## src/rtl/gpio_pkg.sv

```systemverilog
// Shared GPIO definitions: default per-port I/O addresses, the pin-change
// priming FSM state type and the alternate-function override bundle.
package gpio_pkg;

    localparam int GPIO_MAX_W = 8;

    localparam logic [5:0] PINB_ADDR  = 6'h03;
    localparam logic [5:0] DDRB_ADDR  = 6'h04;
    localparam logic [5:0] PORTB_ADDR = 6'h05;
    localparam logic [5:0] PINC_ADDR  = 6'h06;
    localparam logic [5:0] DDRC_ADDR  = 6'h07;
    localparam logic [5:0] PORTC_ADDR = 6'h08;
    localparam logic [5:0] PIND_ADDR  = 6'h09;
    localparam logic [5:0] DDRD_ADDR  = 6'h0A;
    localparam logic [5:0] PORTD_ADDR = 6'h0B;
    localparam logic [5:0] PINE_ADDR  = 6'h0C;
    localparam logic [5:0] DDRE_ADDR  = 6'h0D;
    localparam logic [5:0] PORTE_ADDR = 6'h0E;

    // Cycles spent in IDLE_PRIME counted before the comparison stage may be trusted.
    localparam logic [1:0] PRIME_CYCLES = 2'd2;

    typedef enum logic {
        IDLE_PRIME = 1'b0,
        ARMED      = 1'b1
    } prime_state_t;

    // Sized for the widest port; narrower ports use the low PORT_WIDTH bits.
    typedef struct packed {
        logic [GPIO_MAX_W-1:0] puoe;
        logic [GPIO_MAX_W-1:0] puov;
        logic [GPIO_MAX_W-1:0] ddoe;
        logic [GPIO_MAX_W-1:0] ddov;
        logic [GPIO_MAX_W-1:0] pvoe;
        logic [GPIO_MAX_W-1:0] pvov;
        logic [GPIO_MAX_W-1:0] dieoe;
        logic [GPIO_MAX_W-1:0] dieov;
    } gpio_ovr_t;

endpackage

```

## src/rtl/gpio_sync2.sv

```systemverilog
// W-bit two-flop synchroniser for asynchronous inputs; async active-low reset.
module gpio_sync2 #(
    parameter int W = 8
) (
    input  logic         clk,
    input  logic         rst_n,
    input  logic [W-1:0] d,
    output logic [W-1:0] q
);

    logic [W-1:0] s1;

    always_ff @(posedge clk or negedge rst_n) begin
        if (!rst_n) begin
            s1 <= '0;
            q  <= '0;
        end else begin
            s1 <= d;
            q  <= s1;
        end
    end

endmodule

```

## src/rtl/gpio_port_px.sv

```systemverilog
// Parametrised GPIO port (PORTx/DDRx/PINx, pad overrides, pin-change flag).
// Define GPIO_PCINT_EN to build the pin-change detector; otherwise pcif_o is 0.
module gpio_port_px
    import gpio_pkg::*;
#(
    parameter int         PORT_WIDTH = 8,
    parameter logic [5:0] PINX_ADDR  = 6'h06,
    parameter logic [5:0] DDRX_ADDR  = 6'h07,
    parameter logic [5:0] PORTX_ADDR = 6'h08
) (
    input  logic                  cp2,
    input  logic                  ireset,
    input  logic [5:0]            IO_Addr,
    input  logic                  iore,
    input  logic                  iowe,
    input  logic [7:0]            dbus_in,
    output logic [7:0]            dbus_out,
    output logic                  out_en,
    input  logic [PORT_WIDTH-1:0] pin_i,
    input  logic                  PUD,
    input  logic                  SLEEP,
    input  logic [PORT_WIDTH-1:0] puoe,
    input  logic [PORT_WIDTH-1:0] puov,
    input  logic [PORT_WIDTH-1:0] ddoe,
    input  logic [PORT_WIDTH-1:0] ddov,
    input  logic [PORT_WIDTH-1:0] pvoe,
    input  logic [PORT_WIDTH-1:0] pvov,
    input  logic [PORT_WIDTH-1:0] dieoe,
    input  logic [PORT_WIDTH-1:0] dieov,
    input  logic [PORT_WIDTH-1:0] pcmsk,
    input  logic                  pcie,
    input  logic                  pcif_clr,
    output logic                  pcif_o,
    output logic [PORT_WIDTH-1:0] din_o,
    output logic [PORT_WIDTH-1:0] pu_n_o,
    output logic [PORT_WIDTH-1:0] dd_o,
    output logic [PORT_WIDTH-1:0] pv_o,
    output logic [PORT_WIDTH-1:0] die_o,
    output prime_state_t          dbg_state
);

    localparam int W = PORT_WIDTH;

    logic [W-1:0] portx;
    logic [W-1:0] ddrx;
    logic [W-1:0] pin_sync;
    logic         sel_pin;
    logic         sel_ddr;
    logic         sel_port;

    assign sel_pin  = (IO_Addr == PINX_ADDR);
    assign sel_ddr  = (IO_Addr == DDRX_ADDR);
    assign sel_port = (IO_Addr == PORTX_ADDR);

    // Writing PINx toggles PORTx; PINx itself is read-only.
    always_ff @(posedge cp2 or negedge ireset) begin
        if (!ireset) begin
            portx <= '0;
            ddrx  <= '0;
        end else if (iowe) begin
            if (sel_port) begin
                portx <= dbus_in[W-1:0];
            end else if (sel_pin) begin
                portx <= portx ^ dbus_in[W-1:0];
            end
            if (sel_ddr) begin
                ddrx <= dbus_in[W-1:0];
            end
        end
    end

    always_comb begin
        out_en   = iore & (sel_pin | sel_ddr | sel_port);
        dbus_out = '0;
        if (out_en) begin
            if (sel_pin) begin
                dbus_out[W-1:0] = pin_sync;
            end else if (sel_ddr) begin
                dbus_out[W-1:0] = ddrx;
            end else begin
                dbus_out[W-1:0] = portx;
            end
        end
    end

    assign dd_o   = (ddoe & ddov) | (~ddoe & ddrx);
    assign pu_n_o = ~((puoe & puov) | (~puoe & portx & ~ddrx & {W{~PUD}}));
    assign pv_o   = (pvoe & pvov) | (~pvoe & portx);
    assign die_o  = (dieoe & dieov) | (~dieoe & {W{~SLEEP}});

    gpio_sync2 #(.W(W)) u_sync (
        .clk   (cp2),
        .rst_n (ireset),
        .d     (pin_i & die_o),
        .q     (pin_sync)
    );

    assign din_o = pin_sync;

`ifdef GPIO_PCINT_EN
    logic [W-1:0] pin_sync_d;
    logic [1:0]   prime_cnt;
    logic [1:0]   prime_cnt_nxt;
    logic         pc_hit;
    prime_state_t state;
    prime_state_t state_nxt;

    // Compare stage is registered (pc_hit) so the flag lands one edge after it.
    always_ff @(posedge cp2 or negedge ireset) begin
        if (!ireset) begin
            pin_sync_d <= '0;
            prime_cnt  <= '0;
            state      <= IDLE_PRIME;
            pc_hit     <= 1'b0;
            pcif_o     <= 1'b0;
        end else begin
            pin_sync_d <= pin_sync;
            prime_cnt  <= prime_cnt_nxt;
            state      <= state_nxt;
            pc_hit     <= (state == ARMED) & pcie & (|((pin_sync ^ pin_sync_d) & pcmsk));
            if (pc_hit) begin
                pcif_o <= 1'b1;
            end else if (pcif_clr) begin
                pcif_o <= 1'b0;
            end
        end
    end

    always_comb begin
        state_nxt     = state;
        prime_cnt_nxt = prime_cnt;
        if (state == IDLE_PRIME) begin
            if (prime_cnt == PRIME_CYCLES) begin
                state_nxt = ARMED;
            end else begin
                prime_cnt_nxt = prime_cnt + 2'd1;
            end
        end
    end

    assign dbg_state = state;
`else
    wire unused_pcint = ^{pcmsk, pcie, pcif_clr};

    assign pcif_o    = 1'b0;
    assign dbg_state = IDLE_PRIME;
`endif

endmodule

```

## config.mk

```make
export PLATFORM = sky130hd
export DESIGN_NAME = gpio_port_px
export DESIGN_NICKNAME = d
export VERILOG_FILES = /design/src/rtl/gpio_pkg.sv /design/src/rtl/gpio_sync2.sv /design/src/rtl/gpio_port_px.sv
export SDC_FILE = /design/constraint.sdc
export NUM_CORES = 1
export LEC_CHECK = 0
export CAP_MARGIN = 20
export CORE_MARGIN = 2
export CORE_UTILIZATION = 33
export CTS_CLUSTER_SIZE = 28
export DETAILED_ROUTE_END_ITERATION = 10
export MAX_ROUTING_LAYER = met4
export PLACE_DENSITY = 0.86
export SLEW_MARGIN = 30
export SYNTH_ARGS = -nofsm -noshare
export SYNTH_HDL_FRONTEND = slang
export SYNTH_HIERARCHICAL = 1
export SYNTH_SLANG_ARGS = --single-unit
```

## constraint.sdc

```tcl
create_clock -name cp2 -period 1.93 [get_ports cp2]
set_input_delay 0.386 -clock cp2 [delete_from_list [all_inputs] [get_ports cp2]]
set_output_delay 0.386 -clock cp2 [all_outputs]
set_load 0.01 [all_outputs]
```

### After elaboration in Yosys (flattened, before gate mapping)

Index checks and enable logic that the tools add are counted.

* logic and storage cells: 42
* output and inout bits: 51
* bits of input ports: 102
* flip-flop bits (word level): 32

* reductions and logical operators: 3
* equality and inequality tests: 3
* bitwise operators: 27
* mux-type cells: 5

Operators with widths (number)
* $and A8 B8 Y8: 11
* $not A8 Y8: 6
* $mux W8: 5
* $or A8 B8 Y8: 4
* $eq A6 B3 Y1 const B: 2
* $xor A8 B8 Y8: 1
* $eq A6 B4 Y1 const B: 1
* $reduce_and A2 Y1: 2
* $not A1 Y1: 2
* $or A1 B1 Y1: 2
* $reduce_bool A2 Y1: 1
* $and A1 B1 Y1: 1

### Longest topological paths before layout

Gate-level depths: netlist of the first run.

* depth after elaboration: 6
* mapped depth: 5
* mapped depth without buffers: 3

### Modules after synthesis

Netlist of the first run, hierarchy kept.

By module, submodules not included
* gpio_port_px: area an instance 1546.5 µm², cells an instance 189, seq. area each 400.4 µm², times used 1
* gpio_sync2: area an instance 400.4 µm², cells an instance 16, seq. area each 400.4 µm², times used 1

### Worst setup path before layout of the first run

OpenSTA, ideal clock, no wires.

* path kind: in2out
* from: input IO_Addr[3]
* to: output dbus_out[0]
* arrival: 1.476 ns
* path slack: 0.068 ns
* buffers on the path: 1
* data required time: 1.544 ns
* stages: 4
* cell sequence: and3b_1 > clkbuf_1 > o211ai_1 > a211oi_1

* cells in the longest elaborated chain, start to end: 5
* elaborated cells on any way between the ends: 9
* classes of those cells: eq/ne: 3; mux: 3; bitwise: 3

RTL lines
* start: declaration: RTL line gpio_port_px.sv:13 `input logic [5:0] IO_Addr,`
* $eq A6 B3 Y1, on equally long branches: RTL line gpio_port_px.sv:51, gpio_port_px.sv:52
* $or A1 B1 Y1 (2 in a row): RTL line gpio_port_px.sv:73 `out_en = iore & (sel_pin | sel_ddr | sel_port);`
* $and A1 B1 Y1: RTL line gpio_port_px.sv:73
* $mux W8 *: RTL line gpio_port_px.sv:75 `if (out_en) begin`
* end: declaration: RTL line gpio_port_px.sv:17 `output logic [7:0] dbus_out,`

Mark *: on every way between the ends. The rest lies on a longest branch, timed or not.

### Worst setup path in the final report of the first run

* from: input iowe
* to: register portx[4]

* cells in the longest elaborated chain, start to end: 1

RTL lines
* start: declaration: RTL line gpio_port_px.sv:15 `input logic iowe,`
* $reduce_and A2 Y1 (no source line)
* end signal: assignment: RTL line gpio_port_px.sv:62 `portx <= dbus_in[W-1:0];`
* end signal: assignment: RTL line gpio_port_px.sv:64 `portx <= portx ^ dbus_in[W-1:0];`
* end: declaration: RTL line gpio_port_px.sv:44 `logic [W-1:0] portx;`

Every way passes these cells.
A chain may end at the register's enable or synchronous reset.

==> impl_summary.md, run 1 <==
Power and ir drop
The peak ir drop on the vdd network is 0.308 mV. For this design the static power due to leakage is 1.67 nW. In this run the power density over the cells is 503 mW/mm^2.

Run
The tool flagged a number of max-cap violations equal to 0.

Finish
The area growth from synthesis to final layout is 89.7%. The share of final-layout standard cells stronger than drive strength 1 is 22.1%. In the final design database the tool counted 467 nets. The commonest non-fill, non-tap cell in the layout is sky130_fd_sc_hd__clkdlybuf4s50_1.

Leaving out fill and tap cells, the most frequent cells in the layout are sky130_fd_sc_hd__clkdlybuf4s50_1, sky130_fd_sc_hd__dfrtp_1, sky130_fd_sc_hd__dlygate4sd2_1. The number of inserted diodes is 0. After the flow finishes, the layout carries non-filler instances totaling 438. Summing all multi-input logic gate instances after layout gives 0.00110 sq mm. The filler cells instantiated in the layout total 475.

The storage element area is 801 sq um.

Global routing
The maximum number of pins on one net before global-route repair is 33. The via count of the first global-routing pass came to 2284. The initial antenna violation count is 0.

Summed over all layers, the global routing overflow is 0. The global-route wire length before repair is 10.8 mm. The overall routing resource usage is 22.5%.

Floorplanning
The count of pins on the block boundary is 153. The full die area is 0.00653 sq mm. The floorplan step set the die width to 80.8 um. The initial cell density of the core is 34.7%. After floorplanning, the core was divided into 27 placement rows.

The floorplan die height is 80.8 um. The total area inside the core boundary comes to 0.00561 sq mm.

STA
The final-layout worst hold slack is 0.349 ns. On the final layout, the worst clock skew is 0.00246 ns. The post-route fraction of the period consumed by the critical path is 99.7%. The shortest clock period the worst path allows after layout is 1.92 ns. The hold violation count in the final report came to 0.

The setup-violating endpoint count in the final report is 0. The final worst-path setup slack is 0.00555 ns. The fmax is 0.520 GHz. The number of slew-limit violations in the final report was 0.

Synthesis
For this run, the register share of the synthesized area comes to 41.1%. The post-synthesis instance area is 0.00195 sq mm. In the synthesized netlist, the number of instances is 205. In this run, synthesis produced a sequential element count of 32.

During synthesis, Yosys emitted a total of 6 warnings. Of all flip-flops after synthesis, the portion carrying an async set or reset was 100%. The flip-flop cell with the highest count after synthesis is sky130_fd_sc_hd__dfrtp_1. The synthesized design contains 0 enable-type register cells. After synthesis, the netlist uses 29 different library cells.

Each instance of the synthesized netlist takes up on average 9.50 sq um.

Worst setup path
The maximum single-stage delay on the critical path is 0.53 ns. The type of the worst setup path is input port to flop. The worst setup path is launched from an input port. The arrival time at the worst endpoint is 2.06 ns. Along the worst path, the maximum fanout reaches 4. The slowest stage of the critical path belongs to the cell sky130_fd_sc_hd__or4b_1. Among cell families on the critical path, the largest total delay comes from buffers and inverters.

For the worst setup path, the data required time is 2.07 ns. STA classifies the critical path endpoint as a flop. The most critical setup path has its endpoint at portx[4]$_DFFE_PN0P_.

The minimum setup slack among reg-to-reg paths is 0.91 ns. In this run the critical register-to-register path is launched from portx[4]$_DFFE_PN0P_. The worst reg-to-reg path cell count is 3. The startpoint of the most critical setup path is iowe. Walking the worst path, the cells encountered are clkdlybuf4s50_1 -> or4b_1 -> buf_4 -> o32ai_1 -> a222oi_1.

The number of stages on the worst setup path is 5. The endpoint identified for the worst register-to-register timing path is portx[4]$_DFFE_PN0P_. The critical path contains buffers and inverters numbering 2 combined.

Min path
The path class of the tightest hold or removal check is flop to flop.

Placed design
Once detailed placement completed, the half-perimeter wirelength came to 5.43 mm. Port buffering added 140 buffers. The weighted congestion reported at the end of routability-driven placement is 0.883. After detailed placement, the design holds a cell count of 428. The setup slack at placement is -0.766 ns.

Routing
The routed layout has 2370 vias. The iteration-0 DRC count of the detailed router is 333. After detailed routing, the number of vias per cell comes to 5.41.

The first-pass detailed-route iteration total is 7. The average wire length per cell after detail routing is 16.3 um. In this run the remaining antenna-violating nets after routing total 0. Wires add up to 7.13 mm. After detailed routing, the number of remaining DRC violations is 0.

Clocking
Clock latency on the worst-skew pair, taken at its later pin, is 0.27 ns. The tree is rooted in a sky130_fd_sc_hd__clkbuf_8. The maximum level of the CTS H-tree is 2.

The clock transition at the register clock pins on the worst setup and hold paths after CTS is 0.06 ns. Counting along the longest clock path gives a buffer depth of 2. Counting the buffers created by CTS gives 5. TritonCTS built the clock tree. Clock tree synthesis found a total of 32 sinks.

Run status
The flow ran to the end, and the final reports show no timing, DRC or antenna violations.
[where the power goes]
| part | total (mW) | switching [mW] | leakage, nW | internal [mW] |
|---|---|---|---|---|
| clock | 0.517 | 0.227 | 0.0455 | 0.290 |
| sequential | 0.768 | 0.0467 | 0.425 | 0.721 |
| combinational | 0.573 | 0.229 | 1.20 | 0.344 |
[cell families (layout without fill, tap and decap cells)]
family / count (synthesis) / count (layout) / share of synthesized area, %
other cells: 1 / 2 / 0.193
buf+inv: 34 / 194 / 7.07
compound gates: 63 / 63 / 22.5
simple gates: 49 / 49 / 14.7
flops: 32 / 32 / 41.1
mux: 26 / 26 / 14.4
[worst min path at each step]
| stage | cells past startpoint | start | endpoint | slack [ns] |
|---|---|---|---|---|
| 3_5_place_dp | 0 | u_sync/s1[4]$_DFF_PN0_ | u_sync/q[4]$_DFF_PN0_ | 0.34 |
| 5_1_grt | 0 | u_sync/s1[6]$_DFF_PN0_ | u_sync/q[6]$_DFF_PN0_ | 0.35 |
| 3_3_place_gp | 0 | u_sync/s1[1]$_DFF_PN0_ | u_sync/q[1]$_DFF_PN0_ | 0.33 |
| 6_report | 0 | u_sync/s1[5]$_DFF_PN0_ | u_sync/q[5]$_DFF_PN0_ | 0.35 |
| 2_1_floorplan | 0 | ireset | ddrx[0]$_DFFE_PN0P_ | 0.09 |
| 4_1_cts | 0 | u_sync/s1[6]$_DFF_PN0_ | u_sync/q[6]$_DFF_PN0_ | 0.35 |
[cell usage after synthesis (2+ instances only)]
cell / count / share of area [%]
sky130_fd_sc_hd__dfrtp_1: 32 / 41
sky130_fd_sc_hd__nand2_1: 22 / 4.2
sky130_fd_sc_hd__inv_1: 20 / 3.9
sky130_fd_sc_hd__a21oi_1: 16 / 4.1
sky130_fd_sc_hd__mux2_2: 16 / 9.3
sky130_fd_sc_hd__o21ai_0: 14 / 3.6
sky130_fd_sc_hd__mux2i_1: 10 / 5.1
sky130_fd_sc_hd__and2_1: 9 / 2.9
sky130_fd_sc_hd__a211oi_1: 8 / 3.1
sky130_fd_sc_hd__a222oi_1: 8 / 4.1
sky130_fd_sc_hd__nor4_1: 8 / 2.6
sky130_fd_sc_hd__o2111ai_1: 8 / 3.6
sky130_fd_sc_hd__o32ai_1: 8 / 3.6
sky130_fd_sc_hd__clkbuf_1: 6 / 1.2
sky130_fd_sc_hd__buf_1: 4 / 0.77
sky130_fd_sc_hd__buf_2: 2 / 0.51
sky130_fd_sc_hd__buf_4: 2 / 0.77
[what timing repair did]
action | CTS | global route
buffers inserted | 1 | 0
pin swaps | 6 | 5
endpoints found under the setup margin | 41 | 14
resized for setup | 107 | 13
hold buffers | 0 | 0
gates cloned | 1 | 0
[registers in the layout, summed over array words and instances, names as in the netlist]
register   flops
ddrx           8
portx          8
u_sync/q       8
u_sync/s1      8
[layer usage]
layer,vias to the layer above,part of all wire (%),track usage [%]
met4,0,1.7,7.12
met2,159,51,39.0
met3,14,12,5.89
li1,1089,-,-
met5,-,0,-
met1,1108,36,25.3
[layout make-up]
cell class / instances / area share [%]
inverter: 20 / 2.03
multi-input combinational: 140 / 29.9
timing repair buffer: 166 / 41.5
clock buffer: 8 / 2.44
tap: 72 / 2.44
sequential: 32 / 21.7
[through the flow]
stage	power (mW)	utilization (%)	setup TNS (ns)	instance area, sq um
global route	1.96	65.8	-0.0259	3690
finish	1.86	65.8	0	3690
global placement	1.36	63.5	-15.72	3560
CTS	1.88	65.2	0	3660
detailed placement	1.37	63.5	-16.90	3560
floorplan	0.957	-	0	1950
Note: power is estimated with default switching activity, not from simulation.
==> run 2: changes to the inputs <==
CELL_PAD_IN_SITES_DETAIL_PLACEMENT = 1   (was not set)
CELL_PAD_IN_SITES_GLOBAL_PLACEMENT = 1   (was not set)
CORE_UTILIZATION = 23   (was 33)
PLACE_DENSITY = 0.87   (was 0.86)
==> impl_summary.md, run 2 (synthesis gave the netlist of run 1 again) <==
Placed design
The total placed cells including tap cells is 457. The number of buffers inserted by port buffering is 140. The weighted congestion reported at the end of routability-driven placement is 0.817. The post-DP HPWL is 6.34 mm.

Routing
Using the TritonRoute via totals, the vias-per-cell ratio works out to 5.03. The average wire length per cell after detail routing is 17.4 um. The first TritonRoute pass finished after 5 iterations.

The iteration-0 DRC count of the detailed router is 161. The DRC violation count after routing is 0. The final layout contains routed wiring with a total length of 8.16 mm. The routed layout has 2364 vias. The remaining antenna violation count after routing is 0.

Clocking
Clock tree synthesis found a total of 32 sinks. In this run, CTS created clock tree buffers numbering 5. In this run the deepest clock path goes through 2 buffers. The cts-stage hold buffer count is 0. TritonCTS built the clock tree. The clock transition at the register clock pins on the worst setup and hold paths after CTS is 0.07 ns.

For the worst-skew pair, the clock arrives at the later sink with an insertion delay of 0.27 ns. The clock tree synthesis step divided the H-tree into 2 levels. The root buffer cell is sky130_fd_sc_hd__clkbuf_8.

Floorplanning
Measured along the y axis, the die boundary spans 96.0 um. Once the floorplan was initialized, standard cells occupied 23.7% of the core. The full die area is 0.00922 sq mm. The die is 96.0 um wide. The region available for standard cell placement spans 0.00822 sq mm.

The count of pins on the block boundary is 153. The initialized floorplan defines 33 standard-cell rows.

Global routing
The via count of the first global-routing pass was 2643. In the global route stage, overall resource usage came out at 18.5%. Global routing finished with a remaining overflow of 0. The initial antenna violation count is 0. The maximum number of pins on one net before global-route repair is 33. The first global-routing pass estimated 12.6 mm of wire.

STA
The relative max-transition margin is 50.3%. The number of slew-limit violations in the final report is 0. The shortest clock period the worst path allows after layout is 1.90 ns.

The final-layout setup total negative slack is 0 ns. Setup violations remaining at the end of the flow were counted as 0. Derived from the worst setup path, the maximum achievable clock frequency is 0.527 GHz.

The actual slew at the worst max-slew pin is 0.746 ns. Of the available clock period, the critical path in the final layout requires 98.2%. The hold violation count in the final report is 0. Setup repair after global routing left no endpoint under its margin. On the final layout, the worst clock skew is 0.000399 ns.

Finish
The commonest non-fill, non-tap cell in the layout is sky130_fd_sc_hd__clkdlybuf4s50_1. Summing all multi-input logic gate instances after layout gives 0.00119 sq mm. In the final layout, the share of cells above drive strength 1 is 25.5%. The storage element area is 801 sq um. The number of inserted diodes is 0.

Fill cells in the final layout number 922. The non-filler instance count after layout is 470. The number of nets in the final layout is 467. The library cells used most frequently in the layout, excluding fill and tap cells, are sky130_fd_sc_hd__clkdlybuf4s50_1, sky130_fd_sc_hd__dfrtp_1, sky130_fd_sc_hd__nand2_1, sky130_fd_sc_hd__dlygate4sd2_1, sky130_fd_sc_hd__inv_1. The final design utilization is 46.3%.

Relative to the synthesized area, the layout overhead comes to 95.2%.

Worst setup path
The worst setup path is captured at an output port. In this run the worst path has a maximum fanout of 5. The worst setup path is launched from an input port.

The critical path goes through buf_6 -> and3b_2 -> o211ai_1 -> buf_4 -> buf_6 -> a211oi_2 -> buf_2. By startpoint and endpoint, the worst setup path is classified as input port to output port. The kind of cell with the highest combined delay along the critical path is buffers and inverters. The arrival time at the worst endpoint is 1.51 ns. The critical path contains buffers and inverters numbering 4 combined.

Among the stages of the critical path, the cell type that occurs most often is sky130_fd_sc_hd__buf_6. On the worst path, the slowest cell contributes a delay of 0.26 ns. At the worst endpoint, the required time is 1.54 ns.

The standard cell with the maximum stage delay on the critical path is sky130_fd_sc_hd__and3b_2.

Power and ir drop
For this design the static power due to leakage is 1.66 nW. VDD sags by at most 0.267 mV. The total power density per cell area is 485 mW/mm^2.

Min path
The class of the most critical hold timing path is input port to asynchronous set/reset pin.

Run status
The flow ran to the end, and the final reports show no timing, DRC or antenna violations.

Run
The number of max-cap violations is 0.
## run 2: area by class of cell
cell class,instances,share of cell area [%]
clock buffer,6,1.91
clock inverter,1,0.132
inverter,20,1.97
multi-input combinational,140,31.2
sequential,32,21.1
tap,105,3.46
timing repair buffer,166,40.3
## run 2: worst paths after layout
check	slack [ns]	cells past startpoint	endpoint	start
worst max-delay path	0.03	7	dbus_out[4]	IO_Addr[3]
min in group cp2	0.35	0	u_sync/q[2]$_DFF_PN0_	u_sync/s1[2]$_DFF_PN0_
max in group asynchronous	1.28	1	u_sync/q[2]$_DFF_PN0_	ireset
worst min-delay path	0.16	1	ddrx[1]$_DFFE_PN0P_	ireset
worst min register to register	0.35	0	u_sync/q[2]$_DFF_PN0_	u_sync/s1[2]$_DFF_PN0_
worst max register to register	0.92	3	portx[1]$_DFFE_PN0P_	portx[1]$_DFFE_PN0P_
## run 2: report_power, final
group | internal, mW | leakage (nW) | switching (mW) | total (mW)
logic | 0.346 | 1.20 | 0.250 | 0.597
registers | 0.721 | 0.425 | 0.0507 | 0.772
clock network | 0.245 | 0.0410 | 0.231 | 0.476
total | 1.31 | 1.66 | 0.532 | 1.84
## run 2: per-layer routing
layer,global-route usage (%),share of wire [%]
met5,-,0
met4,4.17,1.1
met3,3.21,6.7
met2,32.9,53
met1,21.9,40
## run 2: worst register-to-register path, cell delays in order, from the launching register on
cell and delay (ns):
sky130_fd_sc_hd__dfrtp_1 0.41, sky130_fd_sc_hd__nand2_1 0.08, sky130_fd_sc_hd__o32ai_1 0.25, sky130_fd_sc_hd__a222oi_1 0.13
## run 2: per-stage QoR
stage | setup WS, ns | power [mW] | hold WS (ns) | instance area (sq um)
final | 0.0338 | 1.84 | 0.161 | 3800
after global routing | 0.00423 | 1.96 | 0.224 | 3800
after CTS | -0.0321 | 1.85 | 0.190 | 3710
after detailed placement | -0.945 | 1.38 | 0.336 | 3580
after global placement | -0.906 | 1.36 | 0.332 | 3580
after floorplan | 0.0677 | 0.957 | 0.0904 | 1950
## run 2: timing repair
| action | in CTS | in global routing |
|---|---|---|
| setup buffers | 6 | 0 |
| gates resized for setup | 129 | 31 |
| endpoints found under the hold margin | 0 | 0 |
| pin swaps | 8 | 6 |
| endpoints found under the setup margin | 45 | 23 |
